[src/rtl/fp_packer_pipe.sv]
`default_nettype none
// +----------------------------------------------------------------------------+
// | fp_packer_pipe: two-stage RNE rounder / IEEE-754 packer with valid/ready   |
// | Rev 1.0 - initial release                                                  |
// +----------------------------------------------------------------------------+
module fp_packer_pipe #(
    parameter int EXP_W  = 8,
    parameter int MANT_W = 23,
    parameter int SAT    = 0
) (
    input  logic                    clk,
    input  logic                    rst,
    input  logic                    in_valid,
    output logic                    in_ready,
    input  logic                    in_sign,
    input  logic [EXP_W+1:0]        in_exp,
    input  logic [MANT_W-1:0]       in_mant,
    input  logic [2:0]              in_grs,
    input  logic                    in_is_nan,
    input  logic                    in_is_inf,
    input  logic                    in_is_zero,
    output logic                    out_valid,
    input  logic                    out_ready,
    output logic [EXP_W+MANT_W:0]   out_data,
    output logic [3:0]              out_flags,
    input  logic                    flags_clr,
    output logic [3:0]              sticky_flags
);

    localparam int W = 1 + EXP_W + MANT_W;
    localparam logic [EXP_W+2:0] OVF_EXP = {3'b000, {EXP_W{1'b1}}};

    // Stage 1 state
    logic               s1_valid_q, s1_valid_d;
    logic               s1_sign_q,  s1_sign_d;
    logic               s1_nan_q,   s1_nan_d;
    logic               s1_inf_q,   s1_inf_d;
    logic               s1_zero_q,  s1_zero_d;
    logic               s1_uf_q,    s1_uf_d;
    logic               s1_of_q,    s1_of_d;
    logic               s1_nx_q,    s1_nx_d;
    logic [EXP_W-1:0]   s1_exp_q,   s1_exp_d;
    logic [MANT_W-1:0]  s1_mant_q,  s1_mant_d;

    // Stage 2 state
    logic               s2_valid_q, s2_valid_d;
    logic [W-1:0]       data_q,     data_d;
    logic [3:0]         flags_q,    flags_d;
    logic [3:0]         sticky_q,   sticky_d;

    logic               s1_adv, s2_adv, accept;
    logic               inc, exp_le0, ovf;
    logic [MANT_W:0]    mant_sum;
    logic [EXP_W+2:0]   exp_rnd;
    logic [W-1:0]       pack_data;
    logic [3:0]         pack_flags;

    // Rounding and range detection; one extra exponent bit keeps e'+carry from wrapping
    always_comb begin
        inc      = in_grs[2] & (in_grs[1] | in_grs[0] | in_mant[0]);
        mant_sum = {1'b0, in_mant} + {{MANT_W{1'b0}}, inc};
        exp_rnd  = {in_exp[EXP_W+1], in_exp} + {{(EXP_W+2){1'b0}}, mant_sum[MANT_W]};
        exp_le0  = in_exp[EXP_W+1] | (in_exp == '0);
        ovf      = !exp_le0 && (exp_rnd >= OVF_EXP);
    end

    always_comb begin
        pack_data  = '0;
        pack_flags = 4'b0000;
        if (s1_nan_q) begin
            pack_data  = {1'b0, {EXP_W{1'b1}}, 1'b1, {(MANT_W-1){1'b0}}};
            pack_flags = 4'b1000;
        end else if (s1_inf_q) begin
            pack_data  = {s1_sign_q, {EXP_W{1'b1}}, {MANT_W{1'b0}}};
        end else if (s1_zero_q) begin
            pack_data  = {s1_sign_q, {EXP_W{1'b0}}, {MANT_W{1'b0}}};
        end else if (s1_uf_q) begin
            pack_data  = {s1_sign_q, {EXP_W{1'b0}}, {MANT_W{1'b0}}};
            pack_flags = 4'b0011;
        end else if (s1_of_q) begin
            if (SAT != 0) begin
                pack_data = {s1_sign_q, {(EXP_W-1){1'b1}}, 1'b0, {MANT_W{1'b1}}};
            end else begin
                pack_data = {s1_sign_q, {EXP_W{1'b1}}, {MANT_W{1'b0}}};
            end
            pack_flags = 4'b0101;
        end else begin
            pack_data  = {s1_sign_q, s1_exp_q, s1_mant_q};
            pack_flags = {3'b000, s1_nx_q};
        end
    end

    always_comb begin
        s2_adv   = !s2_valid_q | out_ready;
        s1_adv   = !s1_valid_q | s2_adv;
        in_ready = !rst & s1_adv;
        accept   = in_valid & in_ready;

        s1_valid_d = s1_adv ? accept : s1_valid_q;
        s1_sign_d  = s1_sign_q;
        s1_nan_d   = s1_nan_q;
        s1_inf_d   = s1_inf_q;
        s1_zero_d  = s1_zero_q;
        s1_uf_d    = s1_uf_q;
        s1_of_d    = s1_of_q;
        s1_nx_d    = s1_nx_q;
        s1_exp_d   = s1_exp_q;
        s1_mant_d  = s1_mant_q;
        if (accept) begin
            s1_sign_d = in_sign;
            s1_nan_d  = in_is_nan;
            s1_inf_d  = !in_is_nan & in_is_inf;
            s1_zero_d = !in_is_nan & !in_is_inf & in_is_zero;
            s1_uf_d   = exp_le0;
            s1_of_d   = ovf;
            s1_nx_d   = |in_grs;
            s1_exp_d  = exp_rnd[EXP_W-1:0];
            s1_mant_d = mant_sum[MANT_W-1:0];
        end

        s2_valid_d = s2_adv ? s1_valid_q : s2_valid_q;
        data_d     = data_q;
        flags_d    = flags_q;
        if (s2_adv && s1_valid_q) begin
            data_d  = pack_data;
            flags_d = pack_flags;
        end

        // A handshake's flags survive a same-cycle clear
        sticky_d = flags_clr ? 4'b0000 : sticky_q;
        if (s2_valid_q && out_ready) begin
            sticky_d = sticky_d | flags_q;
        end
    end

    always_ff @(posedge clk or posedge rst) begin
        if (rst) begin
            s1_valid_q <= 1'b0;
            s1_sign_q  <= 1'b0;
            s1_nan_q   <= 1'b0;
            s1_inf_q   <= 1'b0;
            s1_zero_q  <= 1'b0;
            s1_uf_q    <= 1'b0;
            s1_of_q    <= 1'b0;
            s1_nx_q    <= 1'b0;
            s1_exp_q   <= '0;
            s1_mant_q  <= '0;
            s2_valid_q <= 1'b0;
            data_q     <= '0;
            flags_q    <= 4'b0000;
            sticky_q   <= 4'b0000;
        end else begin
            s1_valid_q <= s1_valid_d;
            s1_sign_q  <= s1_sign_d;
            s1_nan_q   <= s1_nan_d;
            s1_inf_q   <= s1_inf_d;
            s1_zero_q  <= s1_zero_d;
            s1_uf_q    <= s1_uf_d;
            s1_of_q    <= s1_of_d;
            s1_nx_q    <= s1_nx_d;
            s1_exp_q   <= s1_exp_d;
            s1_mant_q  <= s1_mant_d;
            s2_valid_q <= s2_valid_d;
            data_q     <= data_d;
            flags_q    <= flags_d;
            sticky_q   <= sticky_d;
        end
    end

    assign out_valid    = s2_valid_q;
    assign out_data     = data_q;
    assign out_flags    = flags_q;
    assign sticky_flags = sticky_q;

endmodule
`default_nettype wire

[config.mk]
export PLATFORM = sky130hd
export DESIGN_NAME = fp_packer_pipe
export DESIGN_NICKNAME = d
export VERILOG_FILES = /design/src/rtl/fp_packer_pipe.sv
export SDC_FILE = /design/constraint.sdc
export NUM_CORES = 1
export LEC_CHECK = 0
export BUFFER_PORTS_ARGS = -buffer_cell sky130_fd_sc_hd__clkbuf_2
export CORE_MARGIN = 2
export CORE_UTILIZATION = 35
export DETAILED_ROUTE_END_ITERATION = 10
export MAX_ROUTING_LAYER = met4
export PLACE_DENSITY_LB_ADDON = 0.05
export SLEW_MARGIN = 20
export SYNTH_ARGS = -nofsm -noshare
export SYNTH_HDL_FRONTEND = slang
export SYNTH_SLANG_ARGS = --single-unit
[constraint.sdc]
create_clock -name clk -period 3.9 [get_ports clk]
set_clock_uncertainty 0.2 [all_clocks]
set_input_delay 1.17 -clock clk [delete_from_list [all_inputs] [get_ports clk]]
set_output_delay 1.17 -clock clk [all_outputs]
set_load 0.02 [all_outputs]
; Word level (Yosys, flattened, before mapping)
; Cells that the tools add are included.
[classes]
n_addsub = 2
magnitude_cmp = 1
n_mux = 12
n_bitwise = 12
reduce_logical = 11
[op_table]
columns = op, count
row1 = 31-bit two-way mux, 4
row2 = 32-bit two-way mux, 1
row3 = 23-bit by 1-bit adder with 24-bit output, 1
row4 = 3-bit two-way mux, 4
row5 = 4-bit two-way mux, 3
row6 = 10-bit by 2-bit adder with 11-bit output, 1
row7 = 11-bit by 8-bit >= comparator with 1-bit output (second input constant), 1
row8 = 10-bit zero test, 1
row9 = 1-bit AND, 6
row10 = 1-bit zero test, 6
row11 = 1-bit OR, 5
row12 = 4-bit OR, 1
row13 = 1-bit logical AND, 3
row14 = 3-bit OR reduction, 1
[totals]
register_bits = 80
in_bits = 45
output_inout_bits = 42
elab_cells = 52

; Logic depth before layout (Yosys ltp)
[logic_depth]
depth_word = 7
ltp_mapped = 11
depth_no_buf = 11

; Worst setup path before layout
; No wires, ideal clock.
[synth_timing]
kind = input port to flip-flop
start = in in_mant[15]
end = reg s1_of_q
setup_time_ns = 0.066
t_arrival_ns = 3.011
required_time_ns = 3.634
path_slack_ns = 0.622
cell_stages = 11
n_path_buf = 0
path_cell_list = inv_1 > nor4_4 > nand3_1 > nor2_1 > ha_1 > ha_1 > nand3_1 > nor2_1 > xnor2_1 > o41ai_1 > a22o_1
[synth_between]
elab_chain_len = 4
[synth_rtl]
columns = element, line_no
row1 = "start, declared", 17  ; input logic [MANT_W-1:0] in_mant,
row2 = 23-bit by 1-bit adder with 24-bit output, 61  ; mant_sum = {1'b0, in_mant} + {{MANT_W{1'b0}}, inc};
row3 = 10-bit by 2-bit adder with 11-bit output, 62  ; exp_rnd = {in_exp[EXP_W+1], in_exp} + {{(EXP_W+2){1'b0}}, mant_sum[MANT_W]};
row4 = 11-bit by 8-bit >= comparator with 1-bit output, 64  ; ovf = !exp_le0 && (exp_rnd >= OVF_EXP);
row5 = 1-bit logical AND, 64
row6 = "end signal, assigned", 159  ; s1_of_q <= s1_of_d;
row7 = "end, declared", 40  ; logic s1_of_q, s1_of_d;
; No other way between the ends.
; A chain may end at the register's enable or synchronous reset.

; Worst setup path in the final report
[layout_timing]
start = in in_mant[9]
end = reg s1_of_q
; The elaborated chain is that of the path after synthesis.

==> results.yml <==
status:
  status: "completed"
worst_setup_path:
  critPathArrivalTime_ps: 3310
  worst_setup_path_start_kind: "primary input"
  crit_chain: "clkbuf_2 -> nand3_4 -> nor4_4 -> nand3_1 -> nor2_1 -> ha_1 -> ha_1 -> nand3_1 -> nor2_1 -> xnor2_1 -> o41ai_1 -> a22o_1"
  worst_setup_path_end_kind: "flop"
  cpMaxStageDelayCell: "o41ai_1"
  max_stage_delay_ps: 360
  crit_type: "in -> reg"
  path_buf_inv: 1
  cp_data_required_time_ps: 3980
  cpLargestDelayFamily: "simple AND/OR/NAND/NOR gates"
  path_max_fanout: 5
floorplan:
  num_rows: 37
  die_y_microns: 106
  die_area_sq_um: 11300
  core_sq_um: 10200
  start_util_pct: 35.7
  io_pins: 87
  die_width_microns: 106
place:
  port_buffers: 86
  gp_congestion: 0.758
  place_area_sq_um: 4280
  dp_hpwl_microns: 6130
detailed_routing:
  drt_wl_total_microns: 8670
  viasPerCell: 4.84
  detail_route.wl_per_cell_microns: 14.8
  postRouteAntennaNets: 0
  drt_iter0_drc: 106
  drt-pass1-iter-count: 4
  drc: 0
  vias: 2845
clock_network:
  clock_latency_ps: 350
  cts.clk_slew.worst_paths_ps: 80
  htreeDepth: 3
  cts.repair.resized: 0
  clock_path_buffers: 2
  tritoncts: "built"
  numCtsBuffers: 9
  clock_sinks: 80
  cts_setup_buffers: 0
  root_buffer: "clkbuf_8"
  cts_hold_buffers: 0
sta:
  hold_viol_final: 0
  fmax_mhz: 310
  period_share_pct: 82.6
  worstMarginPinSlew_ps: 636
  setup-tns-final_ps: 0
  post-route-min-period_ps: 3220
  setup_viol: 0
  finalMaxSlewViolations: 0
  grt_setup_unrepaired: "false"
  max_slew_margin_pct: 57.6
yosys:
  yosys_warnings: 0
  yosysTopAreaCell: "dfrtp_1"
  synthCells: 357
  synth_cell_types: 41
  synth_seq_cells: 80
  syn-num-nets: 406
  async_reset_ff_share_pct: 100
  synth-edff-count: 0
  synth-main-ff-cell: "dfrtp_1"
  synth_top_area_share_pct: 54.8
  ys_seq_area_share_pct: 54.8
  synth_area_leaders: "dfrtp_1, nand2_1, a22o_1, o21ai_0, xnor2_1"
  syn_area_sq_um: 3650
  syn_area_per_cell_sq_um: 10.2
layout:
  fin_util_pct: 43.9
  final_nets: 496
  num_antenna_cells: 0
  drive_gt1_share_pct: 27.9
  final_common_cell: "clkbuf_2"
  area_growth_pct: 23.0
  fin_area_sq_um: 4490
  final_cell_mix: "clkbuf_2, dfrtp_1, nand2_1"
power_and_ir_drop:
  power.density_nw_per_um2: 470
  power_w: 0.00211
  peakVddDrop_mv: 0.228
  p_leak_nw: 2.08
run:
  cap_violations: 0
global_routing:
  grt.overflow.total: 0
  grt_pass1_wl_microns: 14400
  grt_pass1_vias: 2797
  grt_usage_pct: 17.0
  grt_max_degree: 47
  grt_antenna_before_repair: 0
worst_hold_path:
  hp-class: "reg -> reg"
cells by family after synthesis:
| logic type | after synthesis | share of synthesized area (%) |
|---|---|---|
| AND/OR/NAND/NOR | 129 | 17.8 |
| AO/OA/AOI/OAI | 84 | 14.5 |
| flip-flops | 80 | 54.8 |
| XOR/XNOR | 28 | 6.71 |
| buffers and inverters | 25 | 2.74 |
| multiplexers | 7 | 2.09 |
| adder cells (fa/ha/maj) | 4 | 1.37 |
power breakdown:
| part | internal (W) | switching [W] |
|---|---|---|
| clock network | 0.000361 | 0.000312 |
| logic | 0.000150 | 0.000254 |
| registers | 0.000953 | 0.0000819 |
cells in the mapped netlist (2+ instances only):
cell,number
a21oi_1,11
a22o_1,23
and2_1,2
and3_1,2
and3_2,2
buf_2,5
clkbuf_1,11
dfrtp_1,80
ha_1,4
inv_1,9
mux2_2,5
mux2i_1,2
nand2_1,56
nand2b_1,3
nand3_1,14
nand4_1,7
nor2_1,20
nor3_1,8
nor3_2,2
nor4_1,2
o21ai_0,36
o21ai_1,7
o31ai_1,2
xnor2_1,14
xor2_1,14
cell type report:
cell class / instances / area [sq um]
Fill cell: 1024 / 5740
Timing Repair Buffer: 95 / 510
Clock buffer: 11 / 131
Inverter: 9 / 35.0
Clock inverter: 5 / 81.3
Multi-Input combinational cell: 252 / 1560
Tap cell: 136 / 170
Sequential cell: 80 / 2000
sequential cells by signal, summed over array words and instances (netlist names):
signal	flops
out_data	32
s1_of_q	1
s1_uf_q	1
s1_nx_q	1
s1_valid_q	1
s1_mant_q	23
s1_nan_q	1
s1_exp_q	8
out_valid	1
s1_sign_q	1
out_flags	4
sticky_flags	4
s1_zero_q	1
s1_inf_q	1
final timing paths:
path / startpoint / end / slack, ps / depth (start not counted)
min in group asynchronous: rst / out_data[1] / 660 / 2
worst max register to register: out_valid / s1_of_q / 1650 / 5
worst min-delay path: out_data[31] / out_data[31] / 270 / 2
max in group asynchronous: rst / s1_exp_q[7] / 2150 / 3
worst max-delay path: in_mant[9] / s1_of_q / 680 / 12
worst min register to register: out_data[31] / out_data[31] / 270 / 2
worst register-to-register path, delay by kind of cell, from the launching register on:
| kind | cells | cell delay, ps |
|---|---|---|
| DFF | 1 | 460 |
| AOI/OAI and AO/OA | 3 | 1060 |
| and+or+nand+nor | 2 | 460 |
routing by layer:
metal	GRT usage [%]	share of wire [%]	vias to the layer above
li1	-	-	1439
met1	24.3	52	1336
met2	23.3	42	60
met3	3.80	4.3	10
met4	6.67	1.6	0
met5	-	0	-
stage by stage:
stage	hold WS (ps)	cells	setup slack (ps)
final	274	588	679
after global placement	256	572	412
after CTS	278	588	651
after floorplan	245	357	478
after global routing	301	588	428
after detailed placement	263	572	285
No activity file was read; power rests on OpenSTA's default activity.
